<file path="src/rtl/program_run_sequencer.sv">
// Fetches instruction words pc 0..DEPTH-1 and issues each one, followed by an idle separator, over valid/ready.
// Latency: start to first instr_valid is 3 edges; per word 2 handshakes + PACE_CYCLES + 2 fetch cycles.
// Backpressure: instr/instr_valid hold until instr_ready; stop aborts to IDLE from any busy state.
module program_run_sequencer #(
    parameter int          ADDR_W      = 3,
    parameter int          DEPTH       = 8,
    parameter int          PACE_CYCLES = 100000000,
    parameter int          LOOP        = 0,
    parameter logic [11:0] SEP_INSTR   = 12'hE00,
    parameter logic [11:0] HALT_INSTR  = 12'hFFF
) (
    input  logic              CLK,
    input  logic              reset,
    input  logic              start,
    input  logic              stop,
    output logic [ADDR_W-1:0] IM_add,
    input  logic [11:0]       IM_rd,
    output logic [11:0]       instr,
    output logic              instr_valid,
    input  logic              instr_ready,
    output logic              busy,
    output logic              done,
    output logic [ADDR_W-1:0] pc
);

    localparam int                CNT_W    = (PACE_CYCLES > 1) ? $clog2(PACE_CYCLES) : 1;
    localparam logic [CNT_W-1:0]  CNT_LOAD = CNT_W'(PACE_CYCLES - 1);
    localparam logic [ADDR_W-1:0] LAST_PC  = ADDR_W'(DEPTH - 1);

    typedef enum logic [2:0] {
        S_IDLE, S_FETCH, S_CAPT, S_ISSUE, S_SEP, S_PACE, S_DONE
    } state_t;

    state_t           state;
    logic [CNT_W-1:0] cnt;
    logic             xfer;

    assign xfer   = instr_valid && instr_ready;
    assign IM_add = pc;

    always_ff @(posedge CLK) begin
        if (reset) begin
            state       <= S_IDLE;
            pc          <= '0;
            instr       <= SEP_INSTR;
            instr_valid <= 1'b0;
            busy        <= 1'b0;
            done        <= 1'b0;
            cnt         <= '0;
        end else if (stop && busy) begin
            // Abort keeps pc for observation; the next start rewinds it.
            state       <= S_IDLE;
            instr       <= SEP_INSTR;
            instr_valid <= 1'b0;
            busy        <= 1'b0;
        end else begin
            case (state)
                S_IDLE: begin
                    if (start && !stop) begin
                        pc    <= '0;
                        busy  <= 1'b1;
                        state <= S_FETCH;
                    end
                end
                S_FETCH: state <= S_CAPT;
                S_CAPT: begin
                    if (IM_rd == HALT_INSTR) begin
                        instr       <= SEP_INSTR;
                        instr_valid <= 1'b0;
                        busy        <= 1'b0;
                        done        <= 1'b1;
                        state       <= S_DONE;
                    end else begin
                        instr       <= IM_rd;
                        instr_valid <= 1'b1;
                        state       <= S_ISSUE;
                    end
                end
                S_ISSUE: begin
                    if (xfer) begin
                        instr <= SEP_INSTR;
                        state <= S_SEP;
                    end
                end
                S_SEP: begin
                    if (xfer) begin
                        instr_valid <= 1'b0;
                        cnt         <= CNT_LOAD;
                        state       <= S_PACE;
                    end
                end
                S_PACE: begin
                    if (cnt == '0) begin
                        if (pc == LAST_PC && LOOP == 0) begin
                            busy  <= 1'b0;
                            done  <= 1'b1;
                            state <= S_DONE;
                        end else begin
                            pc    <= (pc == LAST_PC) ? '0 : pc + 1'b1;
                            state <= S_FETCH;
                        end
                    end else begin
                        cnt <= cnt - 1'b1;
                    end
                end
                S_DONE: begin
                    if (start && !stop) begin
                        pc    <= '0;
                        done  <= 1'b0;
                        busy  <= 1'b1;
                        state <= S_FETCH;
                    end
                end
                default: state <= S_IDLE;
            endcase
        end
    end

endmodule

</file>
<file path="config.mk">
export PLATFORM = sky130hd
export DESIGN_NAME = program_run_sequencer
export DESIGN_NICKNAME = d
export VERILOG_FILES = /design/src/rtl/program_run_sequencer.sv
export SDC_FILE = /design/constraint.sdc
export NUM_CORES = 1
export LEC_CHECK = 0
export ABC_AREA = 0
export ABC_CLOCK_PERIOD_IN_PS = 2400
export CAP_MARGIN = 20
export CORE_MARGIN = 2
export CORE_UTILIZATION = 55
export CTS_BUF_LIST = sky130_fd_sc_hd__clkbuf_16
export DETAILED_ROUTE_END_ITERATION = 10
export DONT_BUFFER_PORTS = 1
export PLACE_DENSITY = 0.84
export SYNTH_ARGS = -nofsm -noshare
export SYNTH_HDL_FRONTEND = slang
export SYNTH_SLANG_ARGS = --single-unit
export TNS_END_PERCENT = 1
</file>
<file path="constraint.sdc">
create_clock -name CLK -period 2.4 [get_ports CLK]
set_input_delay 0.24 -clock CLK [delete_from_list [all_inputs] [get_ports CLK]]
set_output_delay 0.24 -clock CLK [all_outputs]
set_load 0.005 [all_outputs]
</file>
### Word-level counts from Yosys, hierarchy flattened

Cells that the tools add are included.

* memories kept: 0
* register bits: 48
* RAM bits: 0
* bits in latches: 0
* logic and storage cells: 78
* memory bits (read-only): 0

* reduce and logical (&&, ||, !) cells: 21
* bitwise gates (word level): 1
* add/subtract/negate cells: 2
* muxes and demuxes: 30
* div/mod/pow operators: 0
* multiply operators: 0
* equal/unequal tests: 17
* shift operators: 0
* magnitude comparators: 0

Operator list (count)
* $mux 27: 2
* $pmux 27 s2: 1
* $logic_not 27->1: 1
* $mux 3: 9
* $sub 27x1->27 const B: 1
* $mux 12: 2
* $pmux 12 s2: 1
* $pmux 3 s6: 1
* $ne 2x2->1 const B: 8
* $eq 12x12->1 const B: 1
* $eq 3x3->1 const B: 4
* $mux 1: 10
* $reduce_and 5->1: 2
* $reduce_and 4->1: 2
* $reduce_bool 2->1: 4
* $eq 3x2->1 const B: 2
* $pmux 1 s3: 2
* $pmux 3 s2: 1
* $reduce_and 6->1: 1
* $reduce_bool 3->1: 2
* $reduce_and 2->1: 2
* $reduce_or 2->1: 2
* $add 3x1->3 const B: 1
* $eq 3x1->1 const B: 1
* 6 further kinds: 8

### Logic depth before layout (Yosys ltp)

* depth after elaboration: 4
* depth in mapped cells: 9
* depth with buffers taken out: 7

### Worst setup path after synthesis

Ideal clock, no wire load.

* path kind: register -> register
* start point: register cnt[18]
* end point: register done
* data arrival time: 2.235 ns
* cell stages (with the launch flop): 6
* setup slack: 0.080 ns
* path buffers: 0
* library setup time: 0.086 ns
* clock period less this slack: 2.320 ns
* required time: 2.314 ns
* path through: dfxtp_1 > or4_4 > or3_4 > o31a_4 > or4_1 > a211oi_1

* word-level cells in the longest chain between the ends: 3

Ends and longest elaborated chain
* start, declared: RTL line 35 `logic [CNT_W-1:0] cnt;`
* start signal, assigned: RTL line 103 `cnt <= cnt - 1'b1;`
* $logic_not 27->1: RTL line 93 `if (cnt == '0) begin`
* $ne 2x2->1 (no source line)
* $reduce_and 6->1 (no source line)
* end signal, assigned: RTL line 71 `done <= 1'b1;`
* end signal, assigned: RTL line 96 `done <= 1'b1;`
* end signal, assigned: RTL line 109 `done <= 1'b0;`
* end, declared: RTL line 22 `output logic done,`

Every way passes these cells.
A chain may end at the register's enable or synchronous reset.

### Worst setup path after layout

Ends and elaborated chain as after synthesis.

==> run summary <==
Crit path launch type -> register
Leading cell type by number of instances after synthesis -> dfxtp_1
Leakage power total -> 1.01 nW
FF+latch count, synth -> 48
PortBufs -> 0
Hold Fails Final Rpt -> 0
GRT Util Overall -> 24.9%
H-Tree Depth -> 2
PwrDens -> 1410 nW/um^2
Synth Flop Type -> dfxtp_1
Die height -> 71.0 um
Gate Count Post-Synth -> 297
Area delta synth->final -> 14.3%
Crit path time final -> 2390 ps
Design Power -> 0.00397 W
Via count -> 2297
Max_slew headroom -> 46.0%
Cell taking the most area after synthesis -> dfxtp_1
Initial antenna violation count -> 0
Worst Hold Slack -> 14.4 ps
Hold crit path type -> in2reg
Kind of critical path -> reg2reg
Post-DP HPWL -> 3990 um
Synth async-reset ratio -> 0%
Cts hold-fix bufs -> 0
GRT overflow -> 0
Post-synth cell types -> 50
Worst vdd ir -> 0.000739 V
Sink Count -> 48
Final wirelength -> 5930 um
Synthesized Nets -> 317
CP arrival -> 2610 ps
Proportion of synthesized chip area in sequential cells -> 39.0%
CTS tree -> yes
Share of post-route cells with drive strength above 1 -> 16.5%
Site Rows -> 24
Worst Path Required -> 2620 ps
Iteration-0 DRC Markers -> 158
Reg clk slew, reported paths -> 60 ps
EDFF count, synth -> 0
Run status -> completed
Vias in the first global route -> 2335
DRC viols -> 0
Routed Antenna Nets -> 0
Top post-synthesis cells by count -> 48 x dfxtp_1, 22 x a21oi_1, 21 x nor2_1
Top cells by area, synth -> dfxtp_1 39%, a21oi_1 4.5%, nor2_1 3.2%
Die area -> 5040 sq um
CTS Buf Count -> 5
Nature of the critical path endpoint -> register
Worst clock skew -> 3.54 ps
Syn. warnings -> 0
Synth Area per Inst -> 8.30 sq um
Starting Density -> 57.0%
Antenna cells -> 0
Core Area -> 4320 sq um
Worst skew pair latency -> 290 ps
# Max-Cap Violations -> 0
Worst-Margin Slew -> 807 ps
Drt pass-1 iters -> 5
Die width -> 71.0 um
First-pass GRT wire length -> 10200 um
Wire per inst -> 16.7 um
Vias per cell -> 6.47
Final worst path period share -> 99.7%
Clock root cell -> clkbuf_16
# IOs -> 38
Final #Nets -> 322
Critical-path maximum fanout -> 8
Final Max Tran Viols -> 0
Largest net degree at the start of global routing -> 30
RSZ-0062 raised after global routing -> yes
GP Congestion -> 0.964
Number of setup violations in the final report -> 0
Achievable Freq -> 418 MHz
Synth Cell Area -> 2470 sq um
Synth top area share -> 39.0%
Clock Path Buffers -> 2
[per-layer routing]
layer  GRT usage (%)  vias up  part of all wire (%)
li1                -     1134                     -
met1            29.8     1075                    43
met2            43.4       78                    49
met3            6.55       10                   6.8
met4            8.39        0                   1.0
met5               0        -                     0
[registers in the layout, indices dropped and copies added, names as in the netlist]
signal,cells
IM_add,3
done,1
instr_valid,1
busy,1
cnt,27
instr,12
state,3
[path summary, 6_finish.rpt]
path / startpoint / end / slack [ps] / cells after the start
min: reset / cnt[15] / 10 / 1
max reg2reg: cnt[18] / done / 8 / 5
min reg2reg: cnt[26] / cnt[26] / 480 / 2
max: cnt[18] / done / 8 / 5
[area by class of cell]
type	count	area, sq um
sequential	48	961
tap	52	65.1
multi-input combinational	221	1410
inverter	7	26.3
timing repair buffer	19	143
clock buffer	5	125
clock inverter	3	90.1
fill	371	1510
[cell families (layout without fill, tap and decap cells)]
kind of cell	after synthesis	after routing	share of synthesized area, %
simple gates	122	122	28.2
mux	1	1	0.457
fa+ha+maj	3	3	1.52
buf+inv	28	34	4.97
compound gates	93	93	25.2
xor+xnor	2	2	0.710
flops	48	48	39.0
[worst max-delay path, stage by stage (launching register included)]
cell      delay, ps
dfxtp_1         320
or4_4           560
or3_4           380
o31a_4          320
or4_4           520
a211oi_2        210
[per-stage QoR]
step                worst slack [ps]  util [%]  std cells  TNS (ps)  instance area (sq um)
floorplan                       79.9         -        297         0                   2470
global placement                63.0      59.6        347         0                   2580
detailed placement              53.4      59.6        347         0                   2580
CTS                             23.0      64.6        355         0                   2790
global route                   -49.1      65.2        355     -49.1                   2820
finish                          8.37      65.2        355         0                   2820
[cell usage in the layout, fill, tap and decap left out, types with 2 or more instances in the layout]
cell type,count
a211oi_1,5
a21oi_1,22
a22oi_1,9
a311oi_1,5
a311oi_2,2
a31oi_1,10
and2_1,4
buf_4,19
bufinv_16,3
clkbuf_16,5
dfxtp_1,48
ha_1,3
inv_1,7
nand2_1,17
nand2b_1,7
nand3_1,6
nand4_1,5
nor2_1,21
nor2b_1,8
nor3_1,13
nor4_1,5
o211ai_1,2
o21ai_0,14
o22ai_1,4
o31ai_1,7
o41ai_1,3
or2_2,5
or3_1,7
or3_2,3
or4_1,8
or4_2,3
or4_4,3
xor2_1,2
[what timing repair did]
| item | 4_1_cts | 5_1_grt |
|---|---|---|
| setup buffers | 0 | 0 |
| setup endpoints to repair | 0 | 11 |
| resized for setup | 0 | 6 |
[where the power goes]
| part | internal, W | total [W] | leakage [nW] | switching, W |
|---|---|---|---|---|
| registers | 0.000957 | 0.00112 | 0.389 | 0.000161 |
| logic | 0.000773 | 0.00184 | 0.519 | 0.00107 |
| clock network | 0.000702 | 0.00101 | 0.104 | 0.000304 |
| total | 0.00243 | 0.00397 | 1.01 | 0.00153 |
No activity file was read; power rests on OpenSTA's default activity.
